$ cat src/rtl/imem_loader.sv
// imem_loader: writer side of the instruction memory.
//
// Takes a program image as a byte stream over a valid/ready handshake. The
// image is a 16-bit big-endian word count N followed by 4*N payload bytes. The
// payload bytes are packed MSB-first into 32-bit words. Each word goes to the
// instruction store as a one-cycle write strobe at a word-aligned byte address,
// starting at BASE_ADDR.
//
// Optional build macro: IMEM_LOADER_CHECKSUM_EN
//   When it is defined, one trailing byte follows the payload. That byte must
//   equal the XOR of all payload bytes, or the load ends in the error state.
//
// Parameters:
//   DEPTH      number of 32-bit words in the instruction store (max image size)
//   BASE_ADDR  byte address of the first word written (multiple of 4)
//
// Ports:
//   clk         system clock, rising edge
//   rst_n       asynchronous active-low reset
//   start       single-cycle load request (honoured in IDLE, DONE, ERR only)
//   byte_in     stream data byte
//   byte_valid  byte_in valid this cycle
//   byte_ready  loader accepts a byte this cycle (function of state only)
//   im_we       instruction memory write strobe, one cycle per word
//   im_addr     byte address of the word being written
//   im_wdata    word being written
//   busy        load in progress
//   done        image loaded successfully (level)
//   err         image rejected (level)
//   word_count  words written in the current load
module imem_loader #(
    parameter int unsigned DEPTH     = 256,
    parameter logic [31:0] BASE_ADDR = 32'h0000_0000
) (
    input  logic        clk,
    input  logic        rst_n,
    input  logic        start,
    input  logic [7:0]  byte_in,
    input  logic        byte_valid,
    output logic        byte_ready,
    output logic        im_we,
    output logic [31:0] im_addr,
    output logic [31:0] im_wdata,
    output logic        busy,
    output logic        done,
    output logic        err,
    output logic [15:0] word_count
);

    typedef enum logic [2:0] {
        S_IDLE,
        S_HDR_HI,
        S_HDR_LO,
        S_DATA,
`ifdef IMEM_LOADER_CHECKSUM_EN
        S_CSUM,
`endif
        S_DONE,
        S_ERR
    } state_t;

    state_t      state;
    logic [7:0]  n_hi;       // upper header byte, held until the low byte arrives
    logic [15:0] n_words;    // image length in words
    logic [1:0]  lane;       // byte position within the current word
    logic [23:0] word_buf;   // first three bytes of the word being assembled
`ifdef IMEM_LOADER_CHECKSUM_EN
    logic [7:0]  csum;       // running XOR of the payload bytes
`endif

    logic        xfer;
    logic [15:0] n_hdr;
    logic        last_word;

    always_comb begin
        byte_ready = 1'b0;
        unique case (state)
            S_HDR_HI, S_HDR_LO, S_DATA: byte_ready = 1'b1;
`ifdef IMEM_LOADER_CHECKSUM_EN
            S_CSUM:                     byte_ready = 1'b1;
`endif
            default:                    byte_ready = 1'b0;
        endcase
    end

    assign xfer      = byte_valid & byte_ready;
    assign n_hdr     = {n_hi, byte_in};
    assign last_word = ((word_count + 16'd1) == n_words);

    always_ff @(posedge clk or negedge rst_n) begin
        if (!rst_n) begin
            state      <= S_IDLE;
            n_hi       <= '0;
            n_words    <= '0;
            lane       <= '0;
            word_buf   <= '0;
`ifdef IMEM_LOADER_CHECKSUM_EN
            csum       <= '0;
`endif
            im_we      <= 1'b0;
            im_addr    <= BASE_ADDR;
            im_wdata   <= '0;
            busy       <= 1'b0;
            done       <= 1'b0;
            err        <= 1'b0;
            word_count <= '0;
        end else begin
            im_we <= 1'b0;
            unique case (state)
                S_IDLE, S_DONE, S_ERR: begin
                    if (start) begin
                        state      <= S_HDR_HI;
                        busy       <= 1'b1;
                        done       <= 1'b0;
                        err        <= 1'b0;
                        word_count <= '0;
                        lane       <= '0;
`ifdef IMEM_LOADER_CHECKSUM_EN
                        csum       <= '0;
`endif
                    end
                end

                S_HDR_HI: begin
                    if (xfer) begin
                        n_hi  <= byte_in;
                        state <= S_HDR_LO;
                    end
                end

                S_HDR_LO: begin
                    if (xfer) begin
                        n_words <= n_hdr;
                        if ({16'h0000, n_hdr} > DEPTH) begin
                            state <= S_ERR;
                            busy  <= 1'b0;
                            err   <= 1'b1;
                        end else if (n_hdr == 16'h0000) begin
`ifdef IMEM_LOADER_CHECKSUM_EN
                            state <= S_CSUM;
`else
                            state <= S_DONE;
                            busy  <= 1'b0;
                            done  <= 1'b1;
`endif
                        end else begin
                            state <= S_DATA;
                        end
                    end
                end

                S_DATA: begin
                    if (xfer) begin
`ifdef IMEM_LOADER_CHECKSUM_EN
                        csum <= csum ^ byte_in;
`endif
                        lane <= lane + 2'd1;
                        if (lane == 2'd3) begin
                            // Lane 0 has been shifted up to [31:24] by now.
                            im_we      <= 1'b1;
                            im_wdata   <= {word_buf, byte_in};
                            im_addr    <= BASE_ADDR + {14'b0, word_count, 2'b00};
                            word_count <= word_count + 16'd1;
                            if (last_word) begin
`ifdef IMEM_LOADER_CHECKSUM_EN
                                state <= S_CSUM;
`else
                                state <= S_DONE;
                                busy  <= 1'b0;
                                done  <= 1'b1;
`endif
                            end
                        end else begin
                            word_buf <= {word_buf[15:0], byte_in};
                        end
                    end
                end

`ifdef IMEM_LOADER_CHECKSUM_EN
                S_CSUM: begin
                    if (xfer) begin
                        busy <= 1'b0;
                        if (byte_in == csum) begin
                            state <= S_DONE;
                            done  <= 1'b1;
                        end else begin
                            state <= S_ERR;
                            err   <= 1'b1;
                        end
                    end
                end
`endif

                default: state <= S_IDLE;
            endcase
        end
    end

endmodule

$ cat config.mk
export PLATFORM = sky130hd
export DESIGN_NAME = imem_loader
export DESIGN_NICKNAME = d
export VERILOG_FILES = /design/src/rtl/imem_loader.sv
export SDC_FILE = /design/constraint.sdc
export NUM_CORES = 1
export LEC_CHECK = 0
export BUFFER_PORTS_ARGS = -buffer_cell sky130_fd_sc_hd__buf_2
export CORE_MARGIN = 5
export CORE_UTILIZATION = 51
export CTS_CLUSTER_SIZE = 14
export DETAILED_ROUTE_END_ITERATION = 8
export GPL_TIMING_DRIVEN = 1
export PLACE_DENSITY = 0.76
export SYNTH_ARGS = -nofsm -noshare
export SYNTH_HDL_FRONTEND = slang
export SYNTH_SLANG_ARGS = --single-unit
$ cat constraint.sdc
create_clock -name clk -period 2.6 [get_ports clk]
set_input_delay 0.52 -clock clk [delete_from_list [all_inputs] [get_ports clk]]
set_output_delay 0.52 -clock clk [all_outputs]
set_load 0.03 [all_outputs]
==> impl_metrics.py <==
metrics = {
    "status": {
        "status": "complete, no violations",
    },
    "die": {
        "die_y_um": 115.7,
        "pin_count": 97,
        "die_area_sq_um": 13380,
        "core_area_sq_um": 10890,
        "initial_core_util_pct": 52.30,
        "rows": 38,
        "chipWidth_um": 115.7,
    },
    "timing": {
        "fin_crit_ps": 2554,
        "fmax_mhz": 391.5,
        "fin_crit_sh_pct": 98.23,
        "finalClockSkew_ps": 7.251,
        "finalHoldViolCount": 0,
        "rsz0062_at_grt": "yes",
        "finalSetupTns_ps": 0,
        "worst_pin_slew_ps": 651.2,
        "setup_viol": 0,
        "slew_violations": 0,
        "slew_headroom_pct": 56.59,
    },
    "clocking": {
        "cts_tree": "built",
        "clockBufferDepth": 2,
        "cts_buffers": 17,
        "clock_sinks": 121,
        "cts_root_buf": "clkbuf_8",
        "clock_latency_ps": 520,
        "htreeDepth": 4,
        "clk_pin_slew_ps": 60,
    },
    "synthesis": {
        "synth_cell_type_count": 56,
        "synth_edf_count": 0,
        "ys_ff_latch": 121,
        "yosysSeqAreaShare_pct": 53.18,
        "synth_area_leader_cell": "dfrtp_1",
        "synthCells": 589,
        "synth_top_area_share_pct": 53.18,
        "synthArstFlopShare_pct": 100.0,
        "yosysWarnings": 0,
        "syn_area_per_cell_sq_um": 9.668,
        "synth.cell_area_sq_um": 5694,
        "ys_top_cells_by_area": "dfrtp_1 53%, nand2_1 12%, mux2_2 9.3%, o21ai_0 2.5%, buf_4 2.2%",
        "synth_ff_type": "dfrtp_1",
    },
    "power_and_ir_drop": {
        "p_per_area_nw_per_um2": 1221,
        "max-vdd-ir-drop_mv": 0.7663,
        "leakage_nw": 3.429,
    },
    "layout": {
        "diodes": 0,
        "multiInputGateArea_sq_um": 2465,
        "regArea_sq_um": 3032,
        "layout.cells.non_filler": 831,
        "final_util_pct": 63.11,
        "num-nets-final": 694,
        "fillers": 881,
        "final_layout_size_suffix_gt1_share_pct": 28.94,
        "area_growth_pct": 20.68,
    },
    "route": {
        "drt_drc_violations_left": 0,
        "post_drt_wl_per_cell_um": 16.87,
        "firstDrtPassIters": 5,
        "vias": 4634,
        "drt_wl_total_um": 14020,
        "viasPerCell": 5.576,
        "ant_nets": 0,
        "initialDrtViolationCount": 366,
    },
    "grt": {
        "grt_overflow": 0,
        "grt_start_max_net_pins": 60,
        "antenna_found_initial": 0,
        "grt_usage_pct": 21.94,
        "grt_pass1_wl_um": 22820,
        "grt_pass1_vias": 4485,
    },
    "critical_path": {
        "path_class": "flip-flop to flip-flop",
        "slowest_delay_ps": 540,
        "arrival_ps": 2960,
        "critPathMaxFanout": 8,
        "crit_chain": "ha_2 > nand3_1 > or3_1 > a221oi_2 > nand4_1 > or4_4 > a31o_1",
        "worst_setup_path_start_kind": "flip-flop",
        "crit_required_ps": 3010,
        "endpoint_kind": "flip-flop",
        "slowest_stage": "or4_4",
    },
    "min_path": {
        "hp-class": "input pin to flip-flop",
    },
    "place": {
        "hpwl_um": 9534,
        "place.port_buffers": 80,
        "gp_congestion": 0.9440,
        "placed_cells": 798,
    },
    "flow_run": {
        "drv_cap": 0,
    },
}
critical path: cells and delay by family (launching register included):
family	cells	cell delay [ps]
AND/OR/NAND/NOR	4	1210
AO/OA/AOI/OAI	2	540
flip-flops	1	430
adder cells (fa/ha/maj)	1	270
power breakdown:
group	total, mW	internal (mW)	leakage, nW	switching (mW)
logic	3.14	1.20	1.65	1.95
registers	3.14	2.60	1.53	0.538
clock network	2.11	1.28	0.252	0.833
final timing paths:
kind	depth (start not counted)	end	from	slack (ps)
max in group asynchronous	3	word_count[1]$_DFFE_PN0P_	rst_n	1360
min reg2reg	2	im_addr[12]$_DFFE_PN0P_	im_addr[12]$_DFFE_PN0P_	470
min in group asynchronous	2	word_count[14]$_DFFE_PN0P_	rst_n	530
max reg2reg	7	busy$_DFFE_PN0P_	word_count[0]$_DFFE_PN0P_	50
max	7	busy$_DFFE_PN0P_	word_count[0]$_DFFE_PN0P_	50
min	3	im_wdata[0]$_DFFE_PN0P_	byte_in[0]	280
what timing repair did:
action                                 CTS  global route
hold buffers                             1             0
gates resized for setup                  0             6
setup endpoints to repair                0            11
endpoints found under the hold margin   24             0
buffers inserted                         0             2
Yosys cell counts, types with 6 or more instances:
cell type / count
a21oi_1: 18
and3_1: 8
buf_4: 17
clkbuf_1: 28
dfrtp_1: 121
inv_1: 6
mux2_2: 47
nand2_1: 175
nand3_1: 11
nor2_1: 19
nor3_1: 10
nor4_1: 9
o21ai_0: 29
o31ai_1: 6
xnor2_1: 9
placed cells by master (no fill, tap or decap), types with 3 or more instances in the layout:
| master | count |
|---|---|
| buf_2 | 79 |
| nor2b_1 | 5 |
| a31oi_1 | 3 |
| or3_1 | 3 |
| buf_4 | 26 |
| nand2_1 | 175 |
| clkbuf_16 | 16 |
| dfrtp_2 | 3 |
| and2_1 | 4 |
| nor4_1 | 9 |
| nor3b_1 | 3 |
| nor2_1 | 19 |
| and3_1 | 8 |
| xor2_1 | 5 |
| nor3_1 | 9 |
| conb_1 | 16 |
| o31ai_1 | 6 |
| inv_1 | 6 |
| nand3_1 | 10 |
| o21ai_0 | 29 |
| mux2_2 | 47 |
| clkinvlp_4 | 4 |
| dfrtp_1 | 118 |
| nand4_1 | 4 |
| a21oi_1 | 17 |
| clkinv_2 | 3 |
| xnor2_1 | 9 |
area by class of cell:
type                            instances  share of cell area [%]
Sequential cell                       121                   44.12
Multi-Input combinational cell        425                   35.87
Timing Repair Buffer                  108                   9.323
Clock buffer                           19                   6.282
Tap cell                              140                   2.549
Clock inverter                         11                   1.475
Inverter                                7                  0.3824
per-stage QoR:
step	cell area (sq um)	total power [mW]	worst slack (ps)	hold slack (ps)
CTS	6833	8.401	6.296	260.3
global route	6872	8.904	-100.5	261.5
detailed placement	6290	6.244	20.82	456.9
finish	6872	8.390	45.97	276.4
floorplan	5754	5.308	5.829	224.4
global placement	6290	6.098	140.8	450.4
flip-flops by register name, summed over array words and instances, names as in the netlist:
name,flops
im_addr,16
im_we,1
busy,1
state,3
n_words,16
done,1
err,1
word_count,16
n_hi,8
lane,2
word_buf,24
im_wdata,32
per-layer routing:
metal | vias to the layer above | share of wire (%) | GRT usage [%]
met5 | - | 0 | 0
met3 | 24 | 7.7 | 5.901
met1 | 2246 | 43 | 29.05
met2 | 201 | 48 | 35.49
met4 | 0 | 1.6 | 7.115
li1 | 2163 | - | -
cell families after synthesis:
family                   after synthesis  synth area share, %
flip-flops                           121                53.18
AND/OR/NAND/NOR                      263                20.54
adder cells (fa/ha/maj)                2               0.4394
other                                  1              0.06586
multiplexers                          48                9.470
AO/OA/AOI/OAI                         82                9.097
buffers and inverters                 58                5.054
XOR/XNOR                              14                2.153
No activity file was read; power rests on OpenSTA's default activity.
